[src/rtl/button_pulse_generator_pkg.sv]
// button_pulse_generator_pkg: FSM state encoding and default timing constants for the button front end.
package button_pulse_generator_pkg;
    typedef enum logic [2:0] {
        IDLE     = 3'd0,
        DB_PRESS = 3'd1,
        HELD     = 3'd2,
        REPEAT   = 3'd3,
        DB_REL   = 3'd4
    } state_e;
    localparam int DEF_SYNC_STAGES   = 2;
    localparam int DEF_DEBOUNCE_CYC  = 1_000_000;
    localparam int DEF_REPEAT_DELAY  = 50_000_000;
    localparam int DEF_REPEAT_PERIOD = 10_000_000;
    localparam int DEF_CNT_W         = 26;
endpackage

[src/rtl/button_pulse_generator_if.sv]
// button_pulse_generator_if: raw board inputs in, clean count requests out.
interface button_pulse_generator_if;
    logic pushButton;
    logic slideSwitch;
    logic countPulse;
    logic upDown;
    logic buttonHeld;
    logic repeating;
    modport master (output pushButton, slideSwitch, input countPulse, upDown, buttonHeld, repeating);
    modport slave  (input pushButton, slideSwitch, output countPulse, upDown, buttonHeld, repeating);
endinterface

[src/rtl/button_pulse_generator_sync_ff.sv]
// sync_ff: STAGES-deep flip-flop chain bringing an asynchronous level into the clk domain.
module sync_ff #(
    parameter int STAGES = 2
) (
    input  logic clk,
    input  logic rst,
    input  logic d_i,
    output logic q_o
);
    logic [STAGES-1:0] sync_q;
    always_ff @(posedge clk or posedge rst)
        if (rst) sync_q <= '0;
        else     sync_q <= {sync_q[STAGES-2:0], d_i};
    assign q_o = sync_q[STAGES-1];
endmodule

[src/rtl/button_pulse_generator.sv]
// button_pulse_generator: debounces a push button into single-cycle count pulses with auto-repeat,
// sampling the direction switch on every pulse.
module button_pulse_generator import button_pulse_generator_pkg::*; #(
    parameter int SYNC_STAGES   = DEF_SYNC_STAGES,
    parameter int DEBOUNCE_CYC  = DEF_DEBOUNCE_CYC,
    parameter int REPEAT_DELAY  = DEF_REPEAT_DELAY,
    parameter int REPEAT_PERIOD = DEF_REPEAT_PERIOD,
    parameter int CNT_W         = DEF_CNT_W
) (
    input logic CLK,
    input logic RESET,
    button_pulse_generator_if.slave bus
);
    localparam logic [CNT_W-1:0] DB_LAST  = CNT_W'(DEBOUNCE_CYC - 1);
    localparam logic [CNT_W-1:0] DLY_LAST = CNT_W'(REPEAT_DELAY - 1);
    localparam logic [CNT_W-1:0] PER_LAST = CNT_W'(REPEAT_PERIOD - 1);
    logic btn_s, sw_s;
    state_e state_q, state_d;
    logic [CNT_W-1:0] timer_q, timer_d, timer_inc;
    logic pulse_q, pulse_d, up_q, up_d, held_q, held_d, rep_q, rep_d;
    sync_ff #(.STAGES(SYNC_STAGES)) u_btn_sync (.clk(CLK), .rst(RESET), .d_i(bus.pushButton),  .q_o(btn_s));
    sync_ff #(.STAGES(SYNC_STAGES)) u_sw_sync  (.clk(CLK), .rst(RESET), .d_i(bus.slideSwitch), .q_o(sw_s));
    // saturating so a long stay in IDLE never wraps into a false match
    assign timer_inc = (&timer_q) ? timer_q : timer_q + CNT_W'(1);
    always_comb begin
        state_d = state_q;
        timer_d = timer_inc;
        pulse_d = 1'b0;
        up_d    = up_q;
        held_d  = held_q;
        rep_d   = rep_q;
        case (state_q)
            IDLE: if (btn_s) begin
                state_d = DB_PRESS;
                timer_d = '0;
            end
            DB_PRESS: if (!btn_s) begin
                state_d = IDLE;
                timer_d = '0;
            end else if (timer_q == DB_LAST) begin
                state_d = HELD;
                timer_d = '0;
                pulse_d = 1'b1;
                up_d    = sw_s;
                held_d  = 1'b1;
            end
            HELD: if (!btn_s) begin
                state_d = DB_REL;
                timer_d = '0;
            end else if (timer_q == DLY_LAST) begin
                state_d = REPEAT;
                timer_d = '0;
                pulse_d = 1'b1;
                up_d    = sw_s;
                rep_d   = 1'b1;
            end
            REPEAT: if (!btn_s) begin
                state_d = DB_REL;
                timer_d = '0;
            end else if (timer_q == PER_LAST) begin
                timer_d = '0;
                pulse_d = 1'b1;
                up_d    = sw_s;
            end
            DB_REL: if (btn_s) begin
                state_d = HELD;
                timer_d = '0;
                rep_d   = 1'b0;
            end else if (timer_q == DB_LAST) begin
                state_d = IDLE;
                timer_d = '0;
                held_d  = 1'b0;
                rep_d   = 1'b0;
            end
            default: begin
                state_d = IDLE;
                timer_d = '0;
            end
        endcase
    end
    always_ff @(posedge CLK or posedge RESET)
        if (RESET) begin
            state_q <= IDLE;
            timer_q <= '0;
            pulse_q <= 1'b0;
            up_q    <= 1'b0;
            held_q  <= 1'b0;
            rep_q   <= 1'b0;
        end else begin
            state_q <= state_d;
            timer_q <= timer_d;
            pulse_q <= pulse_d;
            up_q    <= up_d;
            held_q  <= held_d;
            rep_q   <= rep_d;
        end
    assign bus.countPulse = pulse_q;
    assign bus.upDown     = up_q;
    assign bus.buttonHeld = held_q;
    assign bus.repeating  = rep_q;
endmodule

[src/flat_wrapper.sv]
// flat-port wrapper written by rule: the top's interface ports become plain ports
module button_pulse_generator_flat import button_pulse_generator_pkg::*;
#(
    parameter int SYNC_STAGES   = DEF_SYNC_STAGES,
    parameter int DEBOUNCE_CYC  = DEF_DEBOUNCE_CYC,
    parameter int REPEAT_DELAY  = DEF_REPEAT_DELAY,
    parameter int REPEAT_PERIOD = DEF_REPEAT_PERIOD,
    parameter int CNT_W         = DEF_CNT_W
)
  (CLK, RESET, bus_pushButton, bus_slideSwitch, bus_countPulse, bus_upDown, bus_buttonHeld, bus_repeating);
  button_pulse_generator_if bus_i ();
  input logic CLK;
  input logic RESET;
  input wire logic [$bits(bus_i.pushButton)-1:0] bus_pushButton;
  input wire logic [$bits(bus_i.slideSwitch)-1:0] bus_slideSwitch;
  output wire logic [$bits(bus_i.countPulse)-1:0] bus_countPulse;
  output wire logic [$bits(bus_i.upDown)-1:0] bus_upDown;
  output wire logic [$bits(bus_i.buttonHeld)-1:0] bus_buttonHeld;
  output wire logic [$bits(bus_i.repeating)-1:0] bus_repeating;
  assign bus_i.pushButton = bus_pushButton;
  assign bus_i.slideSwitch = bus_slideSwitch;
  assign bus_countPulse = bus_i.countPulse;
  assign bus_upDown = bus_i.upDown;
  assign bus_buttonHeld = bus_i.buttonHeld;
  assign bus_repeating = bus_i.repeating;
  button_pulse_generator #(.SYNC_STAGES(SYNC_STAGES), .DEBOUNCE_CYC(DEBOUNCE_CYC), .REPEAT_DELAY(REPEAT_DELAY), .REPEAT_PERIOD(REPEAT_PERIOD), .CNT_W(CNT_W)) u_core (.CLK(CLK), .RESET(RESET), .bus(bus_i));
endmodule
[config.mk]
export PLATFORM = sky130hd
export DESIGN_NAME = button_pulse_generator_flat
export DESIGN_NICKNAME = d
export VERILOG_FILES = /design/src/rtl/button_pulse_generator_pkg.sv /design/src/rtl/button_pulse_generator_if.sv /design/src/rtl/button_pulse_generator_sync_ff.sv /design/src/rtl/button_pulse_generator.sv /design/src/flat_wrapper.sv
export SDC_FILE = /design/constraint.sdc
export NUM_CORES = 1
export LEC_CHECK = 0
export BUFFER_PORTS_ARGS = -buffer_cell sky130_fd_sc_hd__buf_2
export CORE_UTILIZATION = 49
export CTS_BUF_LIST = sky130_fd_sc_hd__clkbuf_4 sky130_fd_sc_hd__clkbuf_8
export DETAILED_ROUTE_END_ITERATION = 10
export GPL_TIMING_DRIVEN = 0
export PLACE_DENSITY = 0.68
export SYNTH_ARGS = -nofsm -noshare
export SYNTH_HDL_FRONTEND = slang
export SYNTH_HIERARCHICAL = 1
export SYNTH_SLANG_ARGS = --single-unit
export TNS_END_PERCENT = 20
[constraint.sdc]
create_clock -name CLK -period 2.4 [get_ports CLK]
set_input_delay 0.12 -clock CLK [delete_from_list [all_inputs] [get_ports CLK]]
set_output_delay 0.12 -clock CLK [all_outputs]
set_load 0.005 [all_outputs]
After elaboration in Yosys (flattened, before gate mapping)
Cells that the tools add are included.
{"block": "word_totals", "reg_bits": 37, "input_bits": 4, "output_inout_bits": 4, "word_cells": 80}
{"block": "classes", "add_sub_neg": 1, "n_eq_ne": 20, "n_mux": 42, "reduce_logical": 9}
{"cell": "26-bit 2-to-1 mux", "count": 9}
{"cell": "26-bit case mux with 5 select lines", "count": 1}
{"cell": "26-bit by 1-bit adder with 26-bit output, second input constant", "count": 1}
{"cell": "26-bit by 20-bit == test with 1-bit output, second input constant", "count": 1}
{"cell": "26-bit by 24-bit == test with 1-bit output, second input constant", "count": 1}
{"cell": "26-bit == test, second input constant", "count": 1}
{"cell": "26-bit AND reduction", "count": 1}
{"cell": "3-bit 2-to-1 mux", "count": 8}
{"cell": "1-bit 2-to-1 mux", "count": 19}
{"cell": "3-bit case mux with 5 select lines", "count": 1}
{"cell": "2-bit != test, second input constant", "count": 6}
{"cell": "5-bit AND reduction", "count": 2}
{"cell": "3-bit by 2-bit != test with 1-bit output, second input constant", "count": 3}
{"cell": "2-bit by 1-bit != test with 1-bit output, second input constant", "count": 4}
{"cell": "7-bit AND reduction", "count": 1}
{"cell": "3-bit by 2-bit == test with 1-bit output, second input constant", "count": 2}
{"cell": "1-bit case mux with 3 select lines", "count": 2}
{"cell": "1-bit case mux with 2 select lines", "count": 2}
{"cell": "4-bit AND reduction", "count": 1}
{"cell": "2-bit nonzero test", "count": 2}
{"cell": "3-bit by 1-bit == test with 1-bit output, second input constant", "count": 1}
{"cell": "3-bit == test, second input constant", "count": 1}
{"cell": "3-bit zero test", "count": 1}
{"cell": "3-bit nonzero test", "count": 1}

Logic depth before layout (Yosys ltp)
{"block": "logic_depth", "word_depth": 5, "mapped_depth": 9, "depth_no_buf": 6}

Cells and area by module
Netlist, hierarchy kept.
{"module": "button_pulse_generator", "n_inst": 1, "cells_each": 221, "area_each_um2": 2029.4, "seq_area_each_um2": 825.8}
{"module": "sync_ff", "n_inst": 2, "cells_each": 3, "area_each_um2": 53.8, "seq_area_each_um2": 50.0}

Worst setup path before layout
OpenSTA, ideal clock, no wires.
{"block": "synth_timing", "path_kind": "register to register", "start": "register u_core.timer_q[13]", "end": "register u_core.timer_q[19]", "setup_ps": 131, "t_arrival_ps": 2084, "required_time_ps": 2269, "setup_slack_ps": 185, "path_stages_with_launch": 8, "path_buffers": 2, "synth_period_minus_slack_ps": 2215, "path_cell_list": "dfrtp_1 -> or4b_4 -> or4_1 -> o22ai_1 -> or2_1 -> buf_6 -> buf_6 -> a22oi_1"}
{"block": "synth_between", "elab_chain_cells": 5, "word_cells_on_any_way": 15, "cone_classes": "1 x add/sub; 3 x eq/ne; 10 x mux; 1 x reduce/logical"}
{"element": "start: declaration", "line": "button_pulse_generator.sv:19", "source": "logic [CNT_W-1:0] timer_q, timer_d, timer_inc;"}
{"element": "start signal: assignment", "line": "button_pulse_generator.sv:91", "source": "timer_q <= timer_d;"}
{"element": "26-bit by 1-bit adder with 26-bit output / 26-bit AND reduction (equally long branches)", "line": "button_pulse_generator.sv:24", "source": "assign timer_inc = (&timer_q) ? timer_q : timer_q + CNT_W'(1);"}
{"element": "26-bit 2-to-1 mux", "line": "button_pulse_generator.sv:24"}
{"element": "26-bit 2-to-1 mux (on tied branches) (2 in a row)"}
{"element": "26-bit case mux with 5 select lines *", "line": "button_pulse_generator.sv:32", "source": "case (state_q)"}
{"element": "net u_core.timer_d[19]", "line": "button_pulse_generator.sv:19"}
The timed path passes the listed nets; every way through them passes the cells marked *.
A chain may end at the register's enable or synchronous reset.

Worst setup path in the final report
Same ends and word-level chain as after synthesis.

==> results.md <==
- Status: finished, final reports clean
- Via Count: 1932
- WL final: 5463 um
- Largest family of logic cells by synthesized area: simple AND/OR/NAND/NOR gates
- Tmin final: 2.337 ns
- Overflow after GRT: 0
- Setup violations, final: 0
- Max-slew violations: 0
- Power Density: 456.8 nW/um2
- Final net count: 259
- Vias in the first global route: 1827
- Worst Reg-to-Reg Cells: 7
- Multi-input logic area: 1186 um2
- Mapped Area: 2137 um2
- TritonCTS clock tree: yes
- Pre-antenna DRT Iters: 4
- Slew HR: 40.16%
- Crit end category: register
- Yosys warnings: 6
- Final Cell Area: 2517 um2
- R2R Setup Slk: 0.06 ns
- Core box area: 4086 um2
- Die Y: 68.04 um
- Gpl congestion: 0.8774
- Largest net degree at the start of global routing: 34
- I/O pins: 8
- Syn Area/Cell: 9.414 um2
- CP Launch Point: u_core/timer_q[13]
- Seq/Total Area, Yosys: 43.33%
- Clock-pin slew on the worst setup and hold paths: 0.07 ns
- Vias per inst: 6.355
- Layout cells sized above 1: 22.05%
- Post-synth top flop: dfrtp_1
- Setup crit end: u_core/timer_q[19]
- Initial core utilization: 52.30%
- Most common cell after layout, fill and taps aside: dfrtp_1
- WL per Instance: 17.97 um
- Area Growth Syn to Fin: 17.80%
- MaxCap Viol Count: 0
- Gr usage total: 27.05%
- Clock root buffer: clkbuf_8
- Commonest cells after routing, fill and taps aside: 31 x dfrtp_1, 21 x a21oi_1, 18 x nand2_1, 14 x buf_4, 13 x nand4_1
- Cts bufs inserted: 5
- Cells after Synth: 227
- # port buffers: 7
- Syn Nets: 232
- Reg2reg end: u_core/timer_q[19]
- Skew final: 0.008890 ns
- Post-Place Cell Area: 2235 um2
- Clk_lat worst skew: 0.29 ns
- Register Area: 933.4 um2
- Ys async rst share: 100.0%
- Global-route wire length before repair: 9039 um
- Crit Path Max Fanout: 10
- HPWL Detailed: 3555 um
- Leakage: 0.9740 nW
- Die width: 68.04 um
- # fillers: 358
- CTS max path bufs: 2
- Register bit total from synthesis: 37
- Final period util: 97.37%
- Yosys cell types: 51
- Crit start category: register
- Setup TNS: 0 ns
- DIE AREA: 4629 um2
- Max VDD drop: 0.3788 mV
- Crit Path Class: reg -> reg
- Post-Synth XOR/XNOR Area: 5.738%
- CTS sink count: 37
- Critical Path AT: 2.50 ns
- R2R Path Start: u_core/timer_q[13]
- Count of flip-flops with a built-in enable after synthesis: 0
- # diodes: 0
- Initial antenna violation count: 0
- Worst min path class: in -> async
- Critical Path RT: 2.56 ns
- Synth Area in Simple Gates: 28.98%
- Antenna Nets Post-Route: 0
- Post-route DRC: 0
- RSZ-0062 raised after global routing: false
- CTS H-tree lvls: 2
- Worst-margin pin slew: 0.8907 ns
- Hold Violations, Final: 0
- DR iter-0 viols: 108
- Synth Area in Compound Gates: 16.28%
- Fmax: 0.4279 GHz
- Post-synthesis mux area share: 0.9953%
- Row count: 23
- Adder-cell share of the synthesized area: 0.5855%
==> repair_timing <==
action / CTS / global route
endpoints found under the hold margin: 6 / 0
hold buffers: 3 / 0
setup buffers: 5 / 7
setup endpoints to repair: 21 / 26
gates resized for setup: 10 / 11
pin swaps: 2 / 5
==> power by group <==
| part | total (W) | switching, W | internal, W |
|---|---|---|---|
| registers | 0.000640 | 0.00000817 | 0.000632 |
| logic | 0.0000591 | 0.0000373 | 0.0000218 |
| clock network | 0.000451 | 0.000212 | 0.000239 |
| total | 0.00115 | 0.000257 | 0.000893 |
==> layer usage <==
metal | track usage, % | share of wire [%] | vias up
met5 | 0 | 0 | -
met2 | 42.89 | 48 | 56
met1 | 36.44 | 47 | 957
met4 | 9.115 | 1.2 | 0
li1 | - | - | 912
met3 | 5.667 | 4.4 | 7
==> synth_stat cells, types with 2 or more instances <==
cell type | instances | area share [%]
a211oi_1 | 4 | 1.4
a21oi_1 | 21 | 4.9
a22oi_1 | 5 | 1.8
a31oi_1 | 3 | 0.88
and2_1 | 2 | 0.59
and3_1 | 4 | 1.2
and3b_1 | 2 | 0.82
and4_1 | 2 | 0.82
buf_6 | 3 | 1.6
clkbuf_1 | 5 | 0.88
dfrtp_1 | 37 | 43
inv_1 | 5 | 0.88
nand2_1 | 18 | 3.2
nand2b_1 | 2 | 0.59
nand3_1 | 9 | 2.1
nand4_1 | 13 | 3.8
nand4b_1 | 3 | 1.2
nor2_1 | 13 | 2.3
nor3_1 | 8 | 1.9
nor3b_1 | 2 | 0.70
nor4_1 | 3 | 0.88
o211ai_1 | 4 | 1.4
o21ai_0 | 9 | 2.1
o22ai_1 | 2 | 0.59
o31ai_1 | 2 | 0.70
or3_1 | 5 | 1.5
or4_1 | 4 | 1.4
or4b_2 | 2 | 0.94
xnor2_1 | 9 | 3.7
xor2_1 | 5 | 2.0
==> flip-flops by register name, summed over array words and instances, names as in the netlist <==
| signal | cells |
|---|---|
| u_core/u_sw_sync/sync_q | 2 |
| u_core/bus.repeating | 1 |
| u_core/bus.upDown | 1 |
| u_core/bus.buttonHeld | 1 |
| u_core/u_btn_sync/sync_q | 2 |
| u_core/timer_q | 26 |
| u_core/state_q | 3 |
| u_core/bus.countPulse | 1 |
==> per-stage QoR <==
stage	utilization, %	total power [W]	std cells	setup WS [ns]	hold WS, ns
finish	61.60	0.001150	304	0.06312	0.2466
global route	61.60	0.001203	304	0.01110	0.2630
CTS	59.43	0.001171	299	0.000002887	0.2258
detailed placement	54.68	0.0007038	284	-0.1569	-0.008452
global placement	54.68	0.0007022	284	-0.1257	-0.01143
floorplan	-	0.0006867	227	0.1845	-0.1388
==> kinds of logic (layout without fill, tap and decap cells) <==
family | count (synthesis) | count (layout)
AOI/OAI and AO/OA | 55 | 55
buffers and inverters | 16 | 43
adders and majority gates | 1 | 1
DFF | 37 | 37
muxes | 2 | 2
xor gates and xnor gates | 14 | 14
and+or+nand+nor | 102 | 102
==> critical path, stage by stage (launching register included) <==
cell and delay (ns):
dfrtp_2 0.44, or4b_4 0.57, or4_4 0.54, o22ai_2 0.17, or2_1 0.15, buf_6 0.13
buf_8 0.13, a22oi_1 0.08
==> area by class of cell <==
class / count / share of cell area (%)
clock buffer: 7 / 3.579
sequential: 37 / 37.08
multi-input combinational: 174 / 47.12
buffer: 9 / 2.833
tap: 50 / 2.485
timing repair buffer: 22 / 6.163
inverter: 5 / 0.7455
==> how the worst min path moves through the flow <==
stage | start | endpoint | slack [ns] | cells after the start
after detailed placement | RESET | u_core/u_btn_sync/sync_q[0] | -0.008 | 2
after floorplan | RESET | u_core/u_btn_sync/sync_q[0] | -0.14 | 1
after CTS | RESET | u_core/u_btn_sync/sync_q[1] | 0.23 | 3
after global routing | RESET | u_core/u_sw_sync/sync_q[0] | 0.26 | 3
final | RESET | u_core/u_btn_sync/sync_q[0] | 0.25 | 3
after global placement | RESET | u_core/u_btn_sync/sync_q[1] | -0.01 | 2
(Power assumes the default switching activity.)
